### src/rtl/iobr_pkg.sv
// Shared types and defaults for the I/O-bus responder: CPU-side FSM states
// and the posted-write FIFO entry layout.
package iobr_pkg;

    localparam int DEPTH_DEFAULT = 4;

    typedef enum logic [2:0] {
        S_IDLE   = 3'd0,
        S_POST   = 3'd1,
        S_DRAIN  = 3'd2,
        S_DIRECT = 3'd3,
        S_ACK    = 3'd4
    } state_t;

    typedef struct packed {
        logic [23:1] addr;
        logic [15:0] data;
        logic [1:0]  be;
    } entry_t;

    localparam int ENTRY_W = $bits(entry_t);

endpackage

### src/rtl/iobr_fifo.sv
// Synchronous FIFO for posted video-RAM writes. Fullness is judged on the
// registered count, so a full FIFO takes a new entry only after a pop has landed.
module iobr_fifo
    import iobr_pkg::*;
#(
    parameter int DEPTH = DEPTH_DEFAULT
) (
    input  logic                    clk,
    input  logic                    rst_n,
    input  logic                    push,
    input  logic                    pop,
    input  logic [ENTRY_W-1:0]      wdata,
    output logic [ENTRY_W-1:0]      head,
    output logic                    full,
    output logic                    empty,
    output logic [$clog2(DEPTH):0]  count
);

    localparam int PW = $clog2(DEPTH);
    localparam int CW = PW + 1;

    logic [ENTRY_W-1:0] mem [DEPTH];
    logic [PW-1:0]      wr_ptr;
    logic [PW-1:0]      rd_ptr;
    logic               do_push;
    logic               do_pop;

    assign full    = (count == CW'(DEPTH));
    assign empty   = (count == '0);
    assign do_push = push && !full;
    assign do_pop  = pop && !empty;
    assign head    = mem[rd_ptr];

    always_ff @(posedge clk) begin
        if (!rst_n) begin
            wr_ptr <= '0;
            rd_ptr <= '0;
            count  <= '0;
        end else begin
            if (do_push) begin
                wr_ptr <= wr_ptr + PW'(1);
            end
            if (do_pop) begin
                rd_ptr <= rd_ptr + PW'(1);
            end
            case ({do_push, do_pop})
                2'b10:   count <= count + CW'(1);
                2'b01:   count <= count - CW'(1);
                default: count <= count;
            endcase
        end
    end

    // Storage needs no reset; only entries below the count are ever read.
    always_ff @(posedge clk) begin
        if (do_push) begin
            mem[wr_ptr] <= wdata;
        end
    end

endmodule

### src/rtl/iobus_responder.sv
// Fast-side responder for CPU cycles routed to the slow I/O bus.
// Define IOBR_POSTED_WRITE_EN to enable posted video-RAM writes through iobr_fifo.
module iobus_responder
    import iobr_pkg::*;
#(
    parameter int DEPTH = DEPTH_DEFAULT
) (
    input  logic        CLK,
    input  logic        nRES,
    input  logic        BACT,
    input  logic        IOCS,
    input  logic        IOPWCS,
    input  logic [23:1] A,
    input  logic [15:0] D,
    input  logic        nWE,
    input  logic        nUDS,
    input  logic        nLDS,
    output logic        CPUACK,
    output logic [15:0] CPURD,
    output logic        IOREQ,
    output logic [23:1] IOA,
    output logic [15:0] IOD,
    output logic        IOWE,
    output logic [1:0]  IOBE,
    input  logic        IOACK,
    input  logic [15:0] IORD,
    output logic        PWPEND,
    output logic [2:0]  fsm_state
);

    state_t state;
    logic   src_fifo;
    logic   aborted;
    logic   fifo_empty;
    entry_t head;
    logic   ack_now;
    logic   issue_fifo;
    logic   issue_direct;

    // Handshake: IOREQ is a level held with stable IOA/IOD/IOWE/IOBE until the
    // cycle where IOACK is seen; it is low for at least one cycle before the next.
    assign ack_now      = IOREQ && IOACK;
    assign issue_fifo   = !IOREQ && !fifo_empty;
    assign issue_direct = (state == S_DRAIN) && BACT && !IOREQ && fifo_empty;
    assign fsm_state    = state;

`ifdef IOBR_POSTED_WRITE_EN
    logic                   fifo_full;
    logic                   fifo_push;
    logic                   fifo_pop;
    logic [$clog2(DEPTH):0] fifo_count;
    logic [ENTRY_W-1:0]     head_bits;
    entry_t                 cpu_entry;

    assign cpu_entry = '{addr: A, data: D, be: {~nUDS, ~nLDS}};
    assign fifo_push = (state == S_POST) && BACT && !fifo_full;
    assign fifo_pop  = ack_now && src_fifo;
    assign head      = head_bits;
    assign PWPEND    = (fifo_count != '0);

    iobr_fifo #(
        .DEPTH (DEPTH)
    ) u_fifo (
        .clk   (CLK),
        .rst_n (nRES),
        .push  (fifo_push),
        .pop   (fifo_pop),
        .wdata (cpu_entry),
        .head  (head_bits),
        .full  (fifo_full),
        .empty (fifo_empty),
        .count (fifo_count)
    );
`else
    localparam int unused_depth = DEPTH;
    logic [1:0] unused_sigs;

    assign fifo_empty  = 1'b1;
    assign head        = '0;
    assign PWPEND      = 1'b0;
    assign unused_sigs = {IOPWCS, src_fifo};
`endif

    always_ff @(posedge CLK) begin
        if (!nRES) begin
            state   <= S_IDLE;
            CPUACK  <= 1'b0;
            CPURD   <= '0;
            aborted <= 1'b0;
        end else begin
            case (state)
                S_IDLE: begin
                    aborted <= 1'b0;
`ifdef IOBR_POSTED_WRITE_EN
                    if (BACT && IOPWCS) begin
                        state <= S_POST;
                    end else if (BACT && IOCS) begin
                        state <= S_DRAIN;
                    end
`else
                    if (BACT && IOCS) begin
                        state <= S_DRAIN;
                    end
`endif
                end
`ifdef IOBR_POSTED_WRITE_EN
                S_POST: begin
                    if (!BACT) begin
                        state <= S_IDLE;
                    end else if (!fifo_full) begin
                        state  <= S_ACK;
                        CPUACK <= 1'b1;
                    end
                end
`endif
                S_DRAIN: begin
                    if (!BACT) begin
                        state <= S_IDLE;
                    end else if (issue_direct) begin
                        state <= S_DIRECT;
                    end
                end
                // A raised request always runs to IOACK; a CPU that left early gets no ack.
                S_DIRECT: begin
                    if (!BACT) begin
                        aborted <= 1'b1;
                    end
                    if (ack_now) begin
                        if (!IOWE) begin
                            CPURD <= IORD;
                        end
                        if (aborted || !BACT) begin
                            state <= S_IDLE;
                        end else begin
                            state  <= S_ACK;
                            CPUACK <= 1'b1;
                        end
                    end
                end
                S_ACK: begin
                    if (!BACT) begin
                        state  <= S_IDLE;
                        CPUACK <= 1'b0;
                    end
                end
                default: begin
                    state  <= S_IDLE;
                    CPUACK <= 1'b0;
                end
            endcase
        end
    end

    // FIFO head wins over a direct request, which keeps posted writes ordered.
    always_ff @(posedge CLK) begin
        if (!nRES) begin
            IOREQ    <= 1'b0;
            IOA      <= '0;
            IOD      <= '0;
            IOWE     <= 1'b0;
            IOBE     <= '0;
            src_fifo <= 1'b0;
        end else if (ack_now) begin
            IOREQ <= 1'b0;
        end else if (issue_fifo) begin
            IOREQ    <= 1'b1;
            IOA      <= head.addr;
            IOD      <= head.data;
            IOWE     <= 1'b1;
            IOBE     <= head.be;
            src_fifo <= 1'b1;
        end else if (issue_direct) begin
            IOREQ    <= 1'b1;
            IOA      <= A;
            IOD      <= D;
            IOWE     <= ~nWE;
            IOBE     <= {~nUDS, ~nLDS};
            src_fifo <= 1'b0;
        end
    end

endmodule
### config.mk
export PLATFORM = sky130hd
export DESIGN_NAME = iobus_responder
export DESIGN_NICKNAME = d
export VERILOG_FILES = /design/src/rtl/iobr_pkg.sv /design/src/rtl/iobr_fifo.sv /design/src/rtl/iobus_responder.sv
export SDC_FILE = /design/constraint.sdc
export NUM_CORES = 1
export LEC_CHECK = 0
export ABC_CLOCK_PERIOD_IN_PS = 1380
export BUFFER_PORTS_ARGS = -buffer_cell sky130_fd_sc_hd__buf_2
export CAP_MARGIN = 20
export CELL_PAD_IN_SITES_DETAIL_PLACEMENT = 2
export CELL_PAD_IN_SITES_GLOBAL_PLACEMENT = 2
export CORE_MARGIN = 1
export CORE_UTILIZATION = 24
export CTS_BUF_LIST = sky130_fd_sc_hd__clkbuf_4 sky130_fd_sc_hd__clkbuf_8 sky130_fd_sc_hd__clkbuf_16
export CTS_CLUSTER_SIZE = 40
export DETAILED_ROUTE_END_ITERATION = 8
export GPL_TIMING_DRIVEN = 0
export PLACE_DENSITY = 0.81
export SYNTH_ARGS = -nofsm -noshare
export SYNTH_HDL_FRONTEND = slang
export SYNTH_SLANG_ARGS = --single-unit
### constraint.sdc
create_clock -name CLK -period 1.38 [get_ports CLK]
set_input_delay 0.069 -clock CLK [delete_from_list [all_inputs] [get_ports CLK]]
set_output_delay 0.069 -clock CLK [all_outputs]
set_load 0.01 [all_outputs]
# Word level (Yosys, flattened, before mapping)
# Cells that the tools add are included.
word_totals:
  ff_bits: 64
  out_inout_bits: 64
  elab_cells: 54
classes:
  n_eq_ne: 9
  mux: 13
  n_bitwise: 7
  n_reduce_logical: 16
ops:
  columns: ["operator", "n"]
  rows:
  - ["$mux 3", 6]
  - ["$pmux 3 s4", 1]
  - ["$ne 2x2->1 const B", 5]
  - ["$reduce_and 4->1", 2]
  - ["$not 1->1", 7]
  - ["$eq 3x2->1 const B", 2]
  - ["$logic_and 1x1->1", 4]
  - ["$mux 1", 4]
  - ["$reduce_and 2->1", 2]
  - ["$reduce_or 2->1", 2]
  - ["$eq 3x3->1 const B", 1]
  - ["$logic_not 3->1", 1]
  - ["$ne 3x3->1 const B", 1]
  - ["$pmux 1 s3", 1]
  - ["$reduce_and 3->1", 1]
  - ["$logic_not 1->1", 2]
  - ["$pmux 1 s2", 1]
  - ["$reduce_bool 2->1", 1]
  - ["$logic_or 1x1->1", 1]

# Depth between registers and ports, before layout
logic_depth:
  word_depth: 6
  mapped_depth: 6
  depth_no_buf: 3

# Least setup slack after synthesis
# No wires, ideal clock.
synth_timing:
  kind: "reg2reg"
  from: "reg state[2] (netlist: fsm_state[2])"
  to: "reg IOBE[0]"
  setup_ps: 133
  t_arrival_ps: 1213
  required_ps: 1247
  slack_ps: 34
  path_stages_with_launch: 7
  path_buffers: 3
  path_cell_list: "dfxtp_1 > buf_2 > and4bb_1 > buf_4 > buf_6 > a21oi_1 > a211oi_2"
synth_between:
  elab_chain_len: 4
synth_lines:
  columns: ["item", "line", "text"]
  rows:
  - ["start, declared", "iobus_responder.sv:31", "state_t state;"]
  - ["start signal, assigned", "iobus_responder.sv:86", "state <= S_IDLE;"]
  - ["start signal, assigned", "iobus_responder.sv:102", "state <= S_DRAIN;"]
  - ["start signal, assigned", "iobus_responder.sv:118", "state <= S_IDLE;"]
  - ["$eq 3x2->1", "iobus_responder.sv:44", "assign issue_direct = (state == S_DRAIN) && BACT && !IOREQ && fifo_empty;"]
  - ["$logic_and 1x1->1 (2 in a row)", "iobus_responder.sv:44", null]
  - ["$reduce_and 2->1 (no source line)", null, null]
  - ["end signal, assigned", "iobus_responder.sv:170", "IOBE <= head.be;"]
  - ["end signal, assigned", "iobus_responder.sv:177", "IOBE <= {~nUDS, ~nLDS};"]
  - ["end, declared", "iobus_responder.sv:24", "output logic [1:0] IOBE,"]
# Every way passes these cells.
# A chain may end at the register's enable or synchronous reset.

# Worst setup path after layout
layout_timing:
  from: "reg state[1] (netlist: fsm_state[1])"
  to: "reg IOD[1]"
layout_between:
  elab_chain_len: 4
layout_lines:
  columns: ["item", "line", "text"]
  rows:
  - ["$eq 3x2->1", "iobus_responder.sv:44", null]
  - ["$logic_and 1x1->1 (2 in a row)", "iobus_responder.sv:44", null]
  - ["$reduce_and 2->1 (no source line)", null, null]
  - ["end signal, assigned", "iobus_responder.sv:168", "IOD <= head.data;"]
  - ["end, declared", "iobus_responder.sv:22", "output logic [15:0] IOD,"]
# Every way passes these cells.

==> impl_metrics.ini <==
[global_route]
grt_pass1_wl_mm = 17.5
grt_start_max_net_pins = 12
track_usage = 0.202
grt_overflow = 0
grt_antenna_before_repair = 0
grt_pass1_vias = 3382

[worst_setup_path]
crit_required_ns = 1.63
endpoint_kind = register
r2r-start = fsm_state[1]
path_class = reg -> reg
crit_fanout = 8
cp-endpoint = IOD[1]
r2r-end = IOD[1]
start_kind = register
reg2reg_depth = 6
worstPathArrival_ns = 1.67
r2r_slack_ns = -0.04
cp-startpoint = fsm_state[1]

[clock_tree]
cts.clk_slew.worst_paths_ns = 0.08
numCtsBuffers = 9
htree_num_levels = 3
cts_sinks = 64
cts_tree = built
cts_max_path_buffers = 2
insertion_delay_ns = 0.34
cts-root-buf = clkbuf_8

[die]
io_pins = 128
start_util = 0.246
die-area_mm2 = 0.0109
die_w_um = 105
die_h_um = 105
core_mm2 = 0.0103
fp-row-count = 37

[power]
power_frac_seq = 0.434
p_per_area_mw_per_mm2 = 971
power.internal_mw = 3.32
p_sw_frac = 0.240
combPwrFrac = 0.121
p_clk_frac = 0.445
ir_worst_vdd_mv = 0.368
p_switching_mw = 1.05
p_leak_nw = 1.85

[outcome]
violations = setup timing
outcome = finished, violations left

[layout]
fin_cells = 640
drive_gt1_frac = 0.425
design_area_mm2 = 0.00450
nets = 563
synthToLayoutAreaGrowth_pct = 78.2
antenna_cells = 0

[timing]
tightest_slew_ns = 0.630
setup_tns_ns = -0.0427
fmax_mhz = 703
layout_setup_ws_ns = -0.0427
hold_viol = 0
finalClockSkew_ns = 0.0146
layout_min_cycle_time_ns = 1.42
period_share = 1.03
max_slew_margin = 0.580
finalSetupViolations = 1
maxSlewViolCount = 0
rsz0062_at_grt = true

[drt]
ant_nets = 0
avgViaCountPerCell = 4.81
drc = 0
num_vias = 3081
wirelength_mm = 11.7
first_pass_iters = 4
wl_per_cell_um = 18.3
first_iter_violations = 39

[synth]
ys_seq_elements = 64
async_flop_share = 0
synth_edf_count = 0
synth_cell_types = 30
netlist_area_mm2 = 0.00253
synth.net_count = 365
ys_top_cells_by_area = dfxtp_1, a21oi_1, o21ai_0, nand3_1, clkbuf_1
yosysTopAreaCell = dfxtp_1
synth_flop_cell = dfxtp_1
synth_top_area_share = 0.507
syn_inst = 301
yosys_warnings = 0
syn_area_per_cell_um2 = 8.39
ys_seq_area_frac = 0.507

[place]
place_area_mm2 = 0.00332
pre_cts_slack_ns = -0.220
port_buffers = 125
place_hpwl_mm = 6.80
place_congestion = 0.699
dp.cells = 562

[hold_path]
hold_path_class = in -> reg
min_from = A[2]

[job]
drv_cap = 0
## worst max-delay path: stages (launching register included)
cell	delay, ns
dfxtp_4	0.36
buf_6	0.11
and4bb_1	0.21
buf_6	0.18
clkbuf_16	0.16
nand3_2	0.08
a21oi_1	0.24
## sequential cells by signal (all words and copies together) (netlist names)
| name | count |
|---|---|
| IOBE | 2 |
| IOA | 23 |
| IOREQ | 1 |
| IOD | 16 |
| CPURD | 16 |
| IOWE | 1 |
| CPUACK | 1 |
| aborted | 1 |
| fsm_state | 3 |
## synthesized netlist by cell type, drive strengths merged (2+ instances only)
library cell and number:
dfxtp 64, a21oi 61, o21ai 58, nand3 55, clkbuf 21, buf 12
nor2 4, a211oi 3, nand3b 3, and3b 2, clkinv 2, nand2 2
o21a 2
## how the worst min path moves through the flow
stage | end | slack [ns] | cells past startpoint
global route | IOA[5] | 0.007 | 3
CTS | IOA[5] | 0.005 | 3
detailed placement | IOBE[1] | 0.26 | 2
floorplan | IOBE[0] | 0.16 | 1
finish | IOA[2] | 0.02 | 3
global placement | IOWE | 0.25 | 2
## routing by layer
metal,vias to the layer above,track usage,part of all wire
met1,1508,0.223,0.41
li1,1483,-,-
met5,-,0,0
met4,0,0.0573,0.018
met2,77,0.387,0.54
met3,13,0.0393,0.034
## kinds of logic after synthesis
family          synth area share
compound gates             0.260
buf+inv                   0.0688
other cells              0.00148
simple gates               0.162
flops                      0.507
## area by class of cell
| type | count | area, µm² |
|---|---|---|
| Clock inverter | 4 | 75.1 |
| Sequential cell | 64 | 1290 |
| Timing Repair Buffer | 188 | 1270 |
| Tap cell | 136 | 170 |
| Fill cell | 1144 | 5780 |
| Multi-Input combinational cell | 201 | 1260 |
| Buffer | 32 | 255 |
| Clock buffer | 12 | 165 |
| Inverter | 3 | 12.5 |
## power groups by stage
stage / Sequential (mW) / Clock (mW) / Combinational (mW)
2_1_floorplan: 1.95 / 0 / 0.128
4_1_cts: 1.90 / 2.00 / 0.460
3_5_place_dp: 1.94 / 0 / 0.326
6_report: 1.90 / 1.94 / 0.530
5_1_grt: 1.90 / 2.08 / 0.572
3_3_place_gp: 1.94 / 0 / 0.315
## placed cells by master (no fill, tap or decap), types with 3 or more instances in the layout
cell type,n
buf_2,127
buf_4,11
nand3b_1,3
buf_8,4
clkbuf_2,6
o21ai_0,41
dfxtp_1,61
nand3_1,40
clkbuf_1,7
a21oi_1,45
buf_6,5
dlygate4sd3_1,55
clkbuf_8,14
o21ai_1,16
nor2_1,3
nand3_4,4
nand3_2,11
a21oi_2,16
## per-stage QoR
step                utilization  total power, mW  hold slack, ns
finish                    0.438             4.37          0.0249
global route              0.438             4.55         0.00676
CTS                       0.411             4.36         0.00509
detailed placement        0.323             2.27           0.259
global placement          0.323             2.25           0.252
floorplan                     -             2.08           0.162
## what timing repair did
| action | 4_1_cts | 5_1_grt |
|---|---|---|
| gates resized for setup | 34 | 75 |
| cloned | 0 | 2 |
| setup buffers | 3 | 3 |
| endpoints found under the hold margin | 55 | 1 |
| setup endpoints to repair | 56 | 60 |
| hold buffers | 54 | 1 |
| pin swaps | 2 | 19 |
No activity file was read; power rests on OpenSTA's default activity.
